**src/rtl/ppu_mem_pkg.sv**
```systemverilog
// ppu_mem_pkg: shared types and constants for the PPU external memory arbiter.
// Address bit 15 selects SRAM (1) or flash (0).
package ppu_mem_pkg;

  localparam int ADDR_W     = 16;
  localparam int DATA_W     = 16;
  localparam int REGION_BIT = 15;
  localparam int CNT_W      = 4;

  localparam logic [DATA_W-1:0] RDATA_ERR = 16'hFFFF;

  typedef enum logic [1:0] {
    ST_IDLE,
    ST_SETUP,
    ST_STROBE,
    ST_RELEASE
  } state_t;

  typedef enum logic {
    GNT_CPU,
    GNT_VID
  } grant_t;

  function automatic logic is_sram(input logic [ADDR_W-1:0] addr);
    return addr[REGION_BIT];
  endfunction

endpackage

```
**src/rtl/ppu_mem_rr_arb.sv**
```systemverilog
// ppu_mem_rr_arb: two-way round-robin grant between the CPU and video requesters.
// On contention the requester not served last wins; last_grant advances on every take.
module ppu_mem_rr_arb
  import ppu_mem_pkg::*;
(
  input  logic   clk,
  input  logic   reset,
  input  logic   cpu_req,
  input  logic   vid_req,
  input  logic   take,
  output logic   grant_valid,
  output grant_t grant_who
);

  grant_t last_grant_reg;

  always_comb begin
    grant_valid = cpu_req | vid_req;
    grant_who   = GNT_CPU;
    if (cpu_req && vid_req)
      grant_who = (last_grant_reg == GNT_CPU) ? GNT_VID : GNT_CPU;
    else if (vid_req)
      grant_who = GNT_VID;
  end

  always_ff @(posedge clk or posedge reset) begin
    if (reset)
      last_grant_reg <= GNT_CPU;
    else if (take && grant_valid)
      last_grant_reg <= grant_who;
  end

endmodule

```
**src/rtl/ppu_mem_arbiter.sv**
```systemverilog
// ppu_mem_arbiter: shares the PPU flash/SRAM bus between the CPU slave and the video fetcher.
// Each access runs setup / strobe / wait / release with every memory-side output registered.
module ppu_mem_arbiter
  import ppu_mem_pkg::*;
#(
  parameter int WAIT_CYC    = 2,
  parameter int RDY_TIMEOUT = 15
) (
  input  logic              clk,
  input  logic              reset,
  input  logic              cpu_req,
  input  logic              cpu_we,
  input  logic [1:0]        cpu_be,
  input  logic [ADDR_W-1:0] cpu_addr,
  input  logic [DATA_W-1:0] cpu_wdata,
  output logic [DATA_W-1:0] cpu_rdata,
  output logic              cpu_ack,
  output logic              cpu_err,
  input  logic              vid_req,
  input  logic [ADDR_W-1:0] vid_addr,
  output logic [DATA_W-1:0] vid_rdata,
  output logic              vid_ack,
  output logic [ADDR_W-1:0] mem_addr,
  output logic [DATA_W-1:0] mem_wdata,
  output logic              mem_data_oe,
  input  logic [DATA_W-1:0] mem_rdata,
  output logic [1:0]        mem_be_n,
  output logic              mem_oe_n,
  output logic              mem_we_n,
  output logic              flash_cs_n,
  output logic              sram_cs_n,
  input  logic              mem_rdy
);

  localparam logic [CNT_W-1:0] WAIT_LOAD = CNT_W'(WAIT_CYC - 1);
  localparam logic [CNT_W-1:0] TMO_LAST  = CNT_W'(RDY_TIMEOUT);

  state_t            state_reg;
  grant_t            owner_reg;
  logic              we_reg;
  logic [1:0]        be_reg;
  logic [CNT_W-1:0]  wait_cnt_reg;
  logic [CNT_W-1:0]  tmo_cnt_reg;

  logic              arb_take;
  logic              grant_valid;
  grant_t            grant_who;
  logic [ADDR_W-1:0] win_addr;
  logic              win_we;

  assign arb_take = (state_reg == ST_IDLE);

  ppu_mem_rr_arb u_arb (
    .clk         (clk),
    .reset       (reset),
    .cpu_req     (cpu_req),
    .vid_req     (vid_req),
    .take        (arb_take),
    .grant_valid (grant_valid),
    .grant_who   (grant_who)
  );

  // Winner's address and direction; the video fetcher only ever reads.
  always_comb begin
    win_addr = cpu_addr;
    win_we   = cpu_we;
    if (grant_who == GNT_VID) begin
      win_addr = vid_addr;
      win_we   = 1'b0;
    end
  end

  always_ff @(posedge clk or posedge reset) begin
    if (reset) begin
      state_reg    <= ST_IDLE;
      owner_reg    <= GNT_CPU;
      we_reg       <= 1'b0;
      be_reg       <= 2'b00;
      wait_cnt_reg <= '0;
      tmo_cnt_reg  <= '0;
      cpu_rdata    <= '0;
      cpu_ack      <= 1'b0;
      cpu_err      <= 1'b0;
      vid_rdata    <= '0;
      vid_ack      <= 1'b0;
      mem_addr     <= '0;
      mem_wdata    <= '0;
      mem_data_oe  <= 1'b0;
      mem_be_n     <= 2'b11;
      mem_oe_n     <= 1'b1;
      mem_we_n     <= 1'b1;
      flash_cs_n   <= 1'b1;
      sram_cs_n    <= 1'b1;
    end else begin
      cpu_ack <= 1'b0;
      cpu_err <= 1'b0;
      vid_ack <= 1'b0;

      case (state_reg)
        ST_IDLE: begin
          if (grant_valid) begin
            owner_reg  <= grant_who;
            we_reg     <= win_we;
            be_reg     <= cpu_be;
            mem_addr   <= win_addr;
            flash_cs_n <= is_sram(win_addr);
            sram_cs_n  <= !is_sram(win_addr);
            // Writes to flash never reach the pins, so the data bus stays released.
            mem_data_oe <= win_we && is_sram(win_addr);
            if (grant_who == GNT_CPU)
              mem_wdata <= cpu_wdata;
            state_reg <= ST_SETUP;
          end
        end

        ST_SETUP: begin
          if (we_reg && !is_sram(mem_addr)) begin
            flash_cs_n <= 1'b1;
            sram_cs_n  <= 1'b1;
            cpu_ack    <= 1'b1;
            cpu_err    <= 1'b1;
            state_reg  <= ST_RELEASE;
          end else begin
            wait_cnt_reg <= WAIT_LOAD;
            tmo_cnt_reg  <= '0;
            if (we_reg) begin
              mem_we_n <= 1'b0;
              mem_be_n <= ~be_reg;
            end else begin
              mem_oe_n <= 1'b0;
              mem_be_n <= 2'b00;
            end
            state_reg <= ST_STROBE;
          end
        end

        ST_STROBE: begin
          if (wait_cnt_reg != '0) begin
            wait_cnt_reg <= wait_cnt_reg - 1'b1;
          end else if (mem_rdy || tmo_cnt_reg == TMO_LAST) begin
            mem_oe_n   <= 1'b1;
            mem_we_n   <= 1'b1;
            mem_be_n   <= 2'b11;
            flash_cs_n <= 1'b1;
            sram_cs_n  <= 1'b1;
            if (owner_reg == GNT_CPU) begin
              cpu_ack <= 1'b1;
              cpu_err <= !mem_rdy;
              if (!mem_rdy)
                cpu_rdata <= RDATA_ERR;
              else if (!we_reg)
                cpu_rdata <= mem_rdata;
            end else begin
              vid_ack   <= 1'b1;
              vid_rdata <= mem_rdy ? mem_rdata : RDATA_ERR;
            end
            state_reg <= ST_RELEASE;
          end else begin
            tmo_cnt_reg <= tmo_cnt_reg + 1'b1;
          end
        end

        ST_RELEASE: begin
          // Write data was held through this cycle for hold time.
          mem_data_oe <= 1'b0;
          state_reg   <= ST_IDLE;
        end

        default: state_reg <= ST_IDLE;
      endcase
    end
  end

endmodule

```
**config.mk**
```make
export PLATFORM = sky130hd
export DESIGN_NAME = ppu_mem_arbiter
export DESIGN_NICKNAME = d
export VERILOG_FILES = /design/src/rtl/ppu_mem_pkg.sv /design/src/rtl/ppu_mem_rr_arb.sv /design/src/rtl/ppu_mem_arbiter.sv
export SDC_FILE = /design/constraint.sdc
export NUM_CORES = 1
export LEC_CHECK = 0
export CAP_MARGIN = 20
export CORE_MARGIN = 5
export CORE_UTILIZATION = 40
export DETAILED_ROUTE_END_ITERATION = 12
export PLACE_DENSITY = 0.74
export SLEW_MARGIN = 20
export SYNTH_ARGS = -nofsm -noshare
export SYNTH_HDL_FRONTEND = slang
export SYNTH_SLANG_ARGS = --single-unit
```
**constraint.sdc**
```tcl
create_clock -name clk -period 8.4 [get_ports clk]
set_input_delay 1.68 -clock clk [delete_from_list [all_inputs] [get_ports clk]]
set_output_delay 1.68 -clock clk [all_outputs]
set_load 0.05 [all_outputs]
```
==> impl_metrics.py <==
metrics = {
    "detailed_routing": {
        "num_vias": 3056,
        "met3WireLength_um": 764,
        "routed-wl-met2_um": 4660,
        "ant_nets": 0,
        "viasPerCell": 5.03,
        "drc": 0,
        "wl_met1_um": 4120,
        "post_drt_wl_per_cell_um": 15.9,
        "wl_um": 9630,
        "dr.pass1.iters": 4,
        "dr.max_layer_used": "met4",
        "drtIter0Drc": 158,
    },
    "placement": {
        "dpl.hpwl_um": 7030,
        "post_dp_cell_area_um2": 5490,
        "pre_cts_ws_ns": 3.84,
        "gp_congestion": 0.836,
        "dp_cells": 591,
        "port_buffers": 145,
    },
    "critical_path": {
        "endpoint": "cpu_rdata[15]$_DFFE_PP0P_",
        "regToRegSetupSlack_ns": 5.26,
        "timing.rr.end": "vid_rdata[1]$_DFFE_PP0P_",
        "arrival_ns": 4.44,
        "setup.worst_path.start": "mem_rdy",
        "crit_fanout": 20,
        "crit_required_ns": 8.64,
        "cp-end-kind": "register",
        "r2r_start": "wait_cnt_reg[0]$_DFFE_PP0P_",
        "worstSetupStartpointType": "input port",
        "crit_type": "input port to register",
        "r2r_cells": 6,
    },
    "sta": {
        "slew_viol_final": 0,
        "period_minus_slack_ns": 4.20,
        "worst_slack_ns": 4.20,
        "max_slew_margin_pct": 44.6,
        "holdWs_ns": 0.481,
        "setup_viol": 0,
        "fin_crit_sh_pct": 50.0,
        "setup_tns_ns": 0,
        "skew_ns": 0.00863,
        "rsz0062_at_grt": "no",
        "worst_pin_slew_ns": 0.830,
        "hold_violations": 0,
        "fmax_mhz": 238,
    },
    "logic_synthesis": {
        "synth_nets": 403,
        "synth_area_leaders": "dfrtp_1 (52%), mux2_2 (7.5%), mux2i_1 (4.6%), o21ai_0 (4.1%), dfstp_2 (4.0%)",
        "ys_ff_latch": 88,
        "syn-instance-count": 324,
        "synth_warnings": 0,
        "yosysSeqAreaShare_pct": 56.4,
        "ys_types": 41,
        "syn_avg_cell_area_um2": 12.1,
        "netlist_area_um2": 3920,
        "synth_top_area_share_pct": 52.4,
        "yosysTopAreaCell": "dfrtp_1",
    },
    "clock_tree": {
        "path_clk_slew_ns": 0.09,
        "clk_latency_ns": 0.35,
        "cts_tree": "done",
        "cts_sinks": 88,
        "postCtsSetupRepairBufs": 0,
        "root_buffer": "clkbuf_8",
        "cts_max_path_buffers": 2,
        "htreeDepth": 3,
        "postCtsHoldBufs": 0,
        "cts_buffers": 9,
        "post_cts_resized": 0,
    },
    "global_route": {
        "grt_pass1_vias": 3042,
        "grt_pass1_wl_um": 15200,
        "grt_use_total_pct": 16.1,
        "antenna_found_initial": 0,
        "grt_start_max_net_pins": 89,
        "grt_overflow": 0,
    },
    "layout": {
        "layout_commonest_cell": "clkdlybuf4s50_1",
        "nets": 548,
        "fin_area_um2": 5700,
        "area_growth_pct": 45.5,
        "fin_cells": 607,
        "drive_gt1_share_pct": 14.8,
        "final_cell_mix": "clkdlybuf4s50_1 (145), dfrtp_1 (82), o21ai_0 (32)",
        "diodes": 0,
    },
    "floorplanning": {
        "fp.dieH_um": 109,
        "die_width_um": 109,
        "initial_core_util_pct": 40.5,
        "die_area_um2": 11900,
        "io_pins": 146,
        "rows": 36,
        "fp.coreArea_um2": 9680,
    },
    "run": {
        "cap_violations": 0,
    },
    "pwr": {
        "power_density_nw_per_um2": 440,
        "p_leak_nw": 2.35,
        "ir_drop_uv": 336,
    },
    "outcome": {
        "outcome": "complete, no violations",
    },
    "hold_path": {
        "min_path_type": "register to register",
    },
}
==> cell usage after synthesis <==
| master | count |
|---|---|
| o22a_1 | 16 |
| o211ai_1 | 1 |
| or3b_4 | 1 |
| nor2_1 | 11 |
| nand3_1 | 9 |
| or3_1 | 1 |
| o32a_1 | 2 |
| a21boi_0 | 2 |
| a2bb2oi_1 | 1 |
| nor3_1 | 1 |
| o21a_1 | 2 |
| buf_2 | 4 |
| nor4bb_1 | 1 |
| ha_1 | 7 |
| a31o_2 | 2 |
| a31oi_1 | 3 |
| a311o_1 | 1 |
| nand2_1 | 27 |
| nor3b_1 | 1 |
| nor4_1 | 2 |
| nand2b_1 | 18 |
| inv_1 | 9 |
| nand4_1 | 2 |
| mux2_4 | 10 |
| buf_12 | 1 |
| nand3b_1 | 1 |
| o21ai_1 | 1 |
| nor2_2 | 1 |
| or4_4 | 1 |
| buf_4 | 1 |
| dfstp_2 | 6 |
| o21ai_0 | 32 |
| o31ai_1 | 1 |
| mux2_2 | 26 |
| mux2i_1 | 18 |
| dfrtp_1 | 82 |
| o221ai_1 | 1 |
| nor2b_1 | 1 |
| a21oi_1 | 7 |
| clkbuf_1 | 9 |
| a21oi_4 | 1 |
==> per-layer routing <==
metal  up-vias  GRT usage, %
li1       1446             -
met1      1497          20.5
met2       105          26.7
met3         8          5.39
met4         0          3.88
met5         -             0
==> stage by stage <==
step                      total power (W)  util (%)
after floorplan                   0.00173         -
after CTS                         0.00253      58.8
after detailed placement          0.00222      56.7
final                             0.00251      58.9
after global routing              0.00264      58.9
after global placement            0.00219      56.7
==> logic make-up (layout without fill, tap and decap cells) <==
kind of cell | Yosys count | in the layout | synth area share, %
DFF | 88 | 88 | 56.4
and+or+nand+nor | 78 | 78 | 10.1
AOI/OAI and AO/OA | 73 | 73 | 12.4
muxes | 54 | 54 | 15.9
buffers and inverters | 24 | 174 | 2.94
adders and majority gates | 7 | 7 | 2.24
==> worst min-delay path by stage <==
stage                                startpoint                           to  slack [ns]  cells after the start
floorplan           wait_cnt_reg[3]$_DFFE_PP0P_  wait_cnt_reg[3]$_DFFE_PP0P_        0.47                      1
global placement       mem_addr[11]$_DFFE_PP0P_     mem_addr[11]$_DFFE_PP0P_        0.46                      2
detailed placement        sram_cs_n$_DFFE_PP1P_        sram_cs_n$_DFFE_PP1P_        0.47                      2
CTS                       sram_cs_n$_DFFE_PP1P_        sram_cs_n$_DFFE_PP1P_        0.49                      2
global route            mem_addr[8]$_DFFE_PP0P_      mem_addr[8]$_DFFE_PP0P_        0.52                      2
finish                    sram_cs_n$_DFFE_PP1P_        sram_cs_n$_DFFE_PP1P_        0.48                      2
==> power breakdown <==
part / switching, W / internal, W
clock network: 0.000158 / 0.000142
registers: 0.000125 / 0.000630
logic: 0.000913 / 0.000538
total: 0.00120 / 0.00131
==> area by class of cell <==
cell class              instances  area, um^2
repair buffers                149        1490
inverters                       9        35.0
fillers                       822        3990
flip-flops and latches         88        2210
clock inverters                 6        75.1
clock buffers                  10         128
well taps                     133         166
multi-input cells             212        1600
==> critical path: stages <==
cell and delay (ns):
clkdlybuf4s50_1 1.00, a31oi_1 0.26, or4_4 0.51, a21oi_4 0.57, mux2_2 0.41
No activity file was read; power rests on OpenSTA's default activity.
